`src/rtl/hazard_scoreboard.sv`:
```
// In-order issue interlock: tracks in-flight destination registers for WB_LAT cycles,
// stalls decode on read-after-write hazards and drives the delayed register-file write port.
module hazard_scoreboard #(
    parameter int ADDR_W    = 5,
    parameter int WB_LAT    = 3,
    parameter int BYPASS_WB = 0,
    parameter int ZERO_REG  = 1,
    parameter int CNT_W     = 16
) (
    input  logic              clock,
    input  logic              reset,
    input  logic              issue_valid,
    input  logic [ADDR_W-1:0] rs1,
    input  logic [ADDR_W-1:0] rs2,
    input  logic              use_rs1,
    input  logic              use_rs2,
    input  logic [ADDR_W-1:0] rd,
    input  logic              rd_we,
    input  logic              flush,
    input  logic              stat_clr,
    output logic              stall,
    output logic              issue_fire,
    output logic              wb_valid,
    output logic [ADDR_W-1:0] wb_rd,
    output logic              busy,
    output logic [CNT_W-1:0]  stall_count
);

    // Handshake: decode offers an instruction while issue_valid is high and it is taken
    // exactly in a cycle with issue_fire high; while stall is high decode holds the same
    // instruction; flush withdraws it in that cycle without it ever being taken.

    // The entry in its writeback cycle is skipped when the regfile writes before it reads.
    localparam int CHECK_N = (BYPASS_WB != 0) ? WB_LAT - 1 : WB_LAT;

    logic [WB_LAT-1:0] pipe_v;
    logic [ADDR_W-1:0] pipe_rd [WB_LAT];

    logic              hit1;
    logic              hit2;
    logic              load_v;

    always_comb begin
        hit1 = 1'b0;
        hit2 = 1'b0;
        for (int k = 0; k < CHECK_N; k++) begin
            if (pipe_v[k] && (pipe_rd[k] == rs1)) hit1 = 1'b1;
            if (pipe_v[k] && (pipe_rd[k] == rs2)) hit2 = 1'b1;
        end
        if (!use_rs1 || ((ZERO_REG != 0) && (rs1 == '0))) hit1 = 1'b0;
        if (!use_rs2 || ((ZERO_REG != 0) && (rs2 == '0))) hit2 = 1'b0;
    end

    // Gating with reset keeps both strobes low while the scoreboard is being cleared.
    assign stall      = ~reset & issue_valid & ~flush & (hit1 | hit2);
    assign issue_fire = ~reset & issue_valid & ~flush & ~(hit1 | hit2);
    assign load_v     = issue_fire & rd_we & ~((ZERO_REG != 0) && (rd == '0));

    always_ff @(posedge clock or posedge reset) begin
        if (reset) begin
            pipe_v <= '0;
            for (int k = 0; k < WB_LAT; k++) pipe_rd[k] <= '0;
        end else begin
            for (int k = WB_LAT - 1; k > 0; k--) begin
                pipe_v[k]  <= pipe_v[k-1];
                pipe_rd[k] <= pipe_rd[k-1];
            end
            pipe_v[0]  <= load_v;
            pipe_rd[0] <= load_v ? rd : '0;
        end
    end

    always_ff @(posedge clock or posedge reset) begin
        if (reset) begin
            stall_count <= '0;
        end else if (stat_clr) begin
            stall_count <= '0;
        end else if (stall && (stall_count != '1)) begin
            stall_count <= stall_count + 1'b1;
        end
    end

    assign wb_valid = pipe_v[WB_LAT-1];
    assign wb_rd    = pipe_rd[WB_LAT-1];
    assign busy     = |pipe_v;

endmodule

```
`config.mk`:
```
export PLATFORM = sky130hd
export DESIGN_NAME = hazard_scoreboard
export DESIGN_NICKNAME = d
export VERILOG_FILES = /design/src/rtl/hazard_scoreboard.sv
export SDC_FILE = /design/constraint.sdc
export NUM_CORES = 1
export LEC_CHECK = 0
export BUFFER_PORTS_ARGS = -buffer_cell sky130_fd_sc_hd__buf_2
export CAP_MARGIN = 20
export CELL_PAD_IN_SITES_DETAIL_PLACEMENT = 0
export CELL_PAD_IN_SITES_GLOBAL_PLACEMENT = 1
export CORE_UTILIZATION = 30
export CTS_BUF_LIST = sky130_fd_sc_hd__clkbuf_4 sky130_fd_sc_hd__clkbuf_8 sky130_fd_sc_hd__clkbuf_16
export DETAILED_ROUTE_END_ITERATION = 10
export GPL_ROUTABILITY_DRIVEN = 0
export GPL_TIMING_DRIVEN = 0
export PLACE_DENSITY_LB_ADDON = 0.1
export SLEW_MARGIN = 20
export SYNTH_ARGS = -nofsm -noshare
export SYNTH_HDL_FRONTEND = slang
export SYNTH_SLANG_ARGS = --single-unit
```
`constraint.sdc`:
```
create_clock -name clock -period 2.9 [get_ports clock]
set_input_delay 0.145 -clock clock [delete_from_list [all_inputs] [get_ports clock]]
set_output_delay 0.145 -clock clock [all_outputs]
set_load 0.01 [all_outputs]
```
## After elaboration in Yosys (flattened, before gate mapping)

Cells that the tools add are included.

| word-level totals | value |
|---|---|
| flip-flop bits (word level) | 34 |
| latch bits | 0 |
| memory bits (writable) | 0 |
| bits in read-only memories | 0 |
| output and inout bits | 25 |
| memories | 0 |

| cells by class | value |
|---|---|
| add/sub/neg operators | 1 |
| multipliers | 0 |
| divide/modulo/power cells | 0 |
| $lt $le $gt $ge | 0 |
| equality and inequality tests | 7 |
| shifts and indexed selects | 0 |
| multiplexer cells | 11 |
| bitwise logic cells | 11 |
| reduce and logical (&&, ||, !) cells | 16 |

Operators by type and width:

| operator | count |
|---|---|
| 2-to-1 mux 16 bit | 2 |
| equality test 5 bit | 6 |
| adder 16 x 1 -> 16 bit, second input constant | 1 |
| != test 16 bit, second input constant | 1 |
| zero test 5 bit | 3 |
| 2-to-1 mux 1 bit | 8 |
| logical AND 1 bit | 7 |
| AND 1 bit | 6 |
| 2-to-1 mux 5 bit | 1 |
| inverter 1 bit | 4 |
| OR reduction 3 bit | 1 |
| zero test 1 bit | 2 |
| logical OR 1 bit | 2 |
| nonzero test 2 bit | 1 |
| OR 1 bit | 1 |

## Depth between registers and ports, before layout

| logic depth | value |
|---|---|
| depth after elaboration | 12 |
| depth in mapped cells | 8 |

## Worst setup path after synthesis

OpenSTA, ideal clock, no wires.

| path | value |
|---|---|
| path kind | reg2reg |
| start | register stall_count[4] |
| end | register stall_count[8] |
| data arrival time | 1.964 ns |
| data required time | 2.773 ns |
| setup slack | 0.808 ns |
| stages on the path, launching flop included | 8 |
| period minus slack after synthesis | 2.092 ns |
| cells stage by stage | dfrtp_1 nand3_1 nor4_2 nand2_1 o31ai_2 a21oi_2 nand4_1 mux2_1 |

| between the ends | value |
|---|---|
| word-level cells in the longest chain between the ends | 3 |

Ends and longest elaborated chain:

| item | RTL line | text |
|---|---|---|
| start: declaration | 26 | `output logic [CNT_W-1:0] stall_count` |
| start signal: assignment | 79 | `stall_count <= stall_count + 1'b1;` |
| adder 16 x 1 -> 16 bit / != test 16 bit (equally long branches) | 79, 78 |  |
| 2-to-1 mux 16 bit / logical AND 1 bit (equally long branches) | 78 | `end else if (stall && (stall_count != '1)) begin` |
| 2-to-1 mux 16 bit / nonzero test 2 bit (equally long branches) | -- |  |

Parallel ways exist; a longest one is shown, timed or not. The select of a mux whose other input is x is not followed.
A chain may end at the register's enable or synchronous reset.

## Worst setup path in the final report

Same ends and word-level chain as after synthesis.

==> results by group <==
Critical path
  – Crit start category: flop
  – Critical path's slowest cell: o31ai_2
  – Number of gates on the worst path with buffers counted: 7
  – Crit. End Element: flop
  – Worst-path cell chain: nand3_1, nor4_2, nand2_1, o31ai_2, a21oi_2, nand4_1, mux2_1
  – CP max FO: 6
  – Reg2reg path depth: 7
  – WP data required: 3.07 ns
  – Crit path largest cell delay: 0.46 ns
  – WP data arrival: 2.70 ns
  – Worst path top cell family by delay: simple AND/OR/NAND/NOR gates
  – WP buf/inv: 0
  – Setup CP Type: reg2reg

Routing
  – DRC: 0
  – 1st-iter DRT viols: 57
  – DRT antenna net count: 0
  – First-pass iteration count of the detailed router: 4
  – WL per Instance: 14.92 um
  – Post-Route WL: 4507 um
  – Vias per cell: 4.934
  – Routed via count: 1490

Timing
  – RSZ-0062 raised after global routing: false
  – Final Max Tran Viols: 0
  – Setup_tns: 0 ns
  – Max frequency: 394.9 MHz
  – Post-route minimum period: 2.532 ns
  – Worst hold margin: -0.01677 ns
  – Slew @ Worst Pin: 0.7293 ns
  – Final setup fails: 0
  – Clock Skew: 0.004595 ns
  – Period utilization: 0.8731
  – Final hold vios: 16
  – Relative slew margins: 0.5131

GRT
  – First-pass GRT wire length: 7431 um
  – Number of antenna violations at the first check in global routing: 0
  – Vias in the first global route: 1521
  – Met2 Track Usage GR: 0.2479
  – GR Layer Usage met3: 0.03409
  – Grt total ovfl: 0
  – Pin count of the biggest net entering global routing: 35
  – Routing usage on met1: 0.2079
  – GR peak layer: met2
  – GRT Overall Usage: 0.1554

Floorplanning
  – I/O pins: 48
  – Die extent in y: 80.30 um
  – Die X-Extent: 80.30 um
  – Die area: 6448 um2
  – Row count: 28
  – Initial core utilization: 0.3107
  – Core area: 5921 um2

Clock network
  – Hold-fix buffers, CTS: 0
  – Root Driver: clkbuf_8
  – Clock buffer depth: 2
  – Post-CTS Resized: 0
  – Clock sink count: 34
  – H-tree Lvls: 2
  – Clock transition at path regs: 0.07 ns
  – Worst-Skew Late Latency: 0.28 ns
  – CTS buffer count: 5
  – Setup bufs post-CTS: 0
  – CTS tree: built

Power and ir drop
  – Worst vdd ir: 0.1591 mV
  – Pleak: 1.085 nW
  – PD cells: 397.6 nW/um2

Run status
  – Failing checks: hold timing
  – Status: finished, violations left

Yosys
  – Post-Syn Instances: 174
  – EDFF count, synth: 0
  – Post-synthesis cell type count: 39
  – Register bit total from synthesis: 34
  – Net Count, Synth: 198
  – Synth async-reset ratio: 1.000
  – Mapped cell area: 1839 um2
  – Ys Warns: 0
  – Synthesized area per cell: 10.57 um2
  – Commonest register cell after synthesis: dfrtp_1
  – Seq/Total Area, Yosys: 0.4626

Placement
  – PortBufs: 46
  – DP HPWL: 3447 um

Layout
  – P&R area growth vs syn: 21.90%
  – Fillers: 582
  – Commonest non-fill, non-tap cell in the layout: buf_2
  – Final core utilization: 0.3787
  – Share of cells above drive strength 1: 0.3084
  – Ant. Diodes: 0
  – Most frequent cells in the layout: buf_2 (46), dfrtp_1 (34), xor2_1 (24)
  – Nets: 251

Flow run
  – Max cap viols: 0

Min path
  – Hold WC Path Type: in2async
[state kept, by name, indices dropped and copies added, names as in the netlist]
register and flops:
pipe_rd 10, pipe_v 3, stall_count 16, wb_rd 5
[cells by family after synthesis]
| logic type | Yosys count | share of synthesized area |
|---|---|---|
| and+or+nand+nor | 61 | 0.1918 |
| xor gates and xnor gates | 37 | 0.1762 |
| DFF | 34 | 0.4626 |
| AOI/OAI and AO/OA | 26 | 0.1061 |
| buffers and inverters | 12 | 0.03878 |
| muxes | 3 | 0.01769 |
| adders and majority gates | 1 | 0.006802 |
[routing by layer]
metal	routed length (um)	up-vias
met1	2182	726
met3	174	6
met5	0	-
met4	59	0
li1	-	727
met2	2090	31
[final cells by class]
type                            instances  area (um2)  share of cell area
Buffer                                  9       60.06             0.02679
Tap cell                               75       93.84             0.04185
Sequential cell                        34       850.8              0.3795
Multi-Input combinational cell        128       917.1              0.4090
Timing Repair Buffer                   46       230.2              0.1027
Clock inverter                          2       10.01            0.004464
Clock buffer                            5       68.82             0.03069
Inverter                                3       11.26            0.005022
[cells in the mapped netlist, types with 2 or more instances]
library cell  number  area share
nor2_1            11       0.022
mux2_1             2       0.012
dfrtp_1           34        0.46
and3_1             5       0.017
nor2b_1            3       0.010
nand2_1            5       0.010
a21oi_1            6       0.016
buf_4              5       0.020
nand4_1            4       0.014
clkbuf_1           2      0.0041
or4_1              2      0.0082
nand3_1           11       0.030
o21ai_0            7       0.019
xnor2_1           13       0.062
a2111oi_1          4       0.022
inv_1              3      0.0061
or3_1              7       0.024
nor4_2             2       0.014
nor4_1             5       0.017
xor2_1            24        0.11
[where the power goes]
part / internal [mW] / switching (mW) / total (mW)
clock network: 0.161 / 0.167 / 0.328
registers: 0.479 / 0.00510 / 0.484
logic: 0.0318 / 0.0478 / 0.0796
total: 0.671 / 0.220 / 0.892
[stage by stage]
step	setup WS [ns]	power [mW]	instances	cell area [um2]	hold slack [ns]
floorplan	0.8082	0.5331	174	1839	0.2732
global placement	0.5225	0.5710	295	2163	0.4055
detailed placement	0.4158	0.5736	295	2163	0.3291
CTS	0.3996	0.9066	302	2242	0.01978
global route	0.1389	0.9346	302	2242	0.05389
finish	0.3680	0.8916	302	2242	-0.01677
[worst paths after layout]
path | startpoint | end | slack, ns
setup / recovery | stall_count[4]$_DFFE_PP0P_ | stall_count[8]$_DFFE_PP0P_ | 0.37
hold / removal | reset | stall_count[0]$_DFFE_PP0P_ | -0.02
setup reg to reg | stall_count[4]$_DFFE_PP0P_ | stall_count[8]$_DFFE_PP0P_ | 0.37
hold reg to reg | pipe_rd[12]$_DFF_PP0_ | pipe_rd[7]$_DFF_PP0_ | 0.43
max in group asynchronous | reset | pipe_rd[10]$_DFF_PP0_ | 2.44
min in group clock | rd[1] | pipe_rd[11]$_DFF_PP0_ | 0.12
Power figures use the tool's default switching activity.
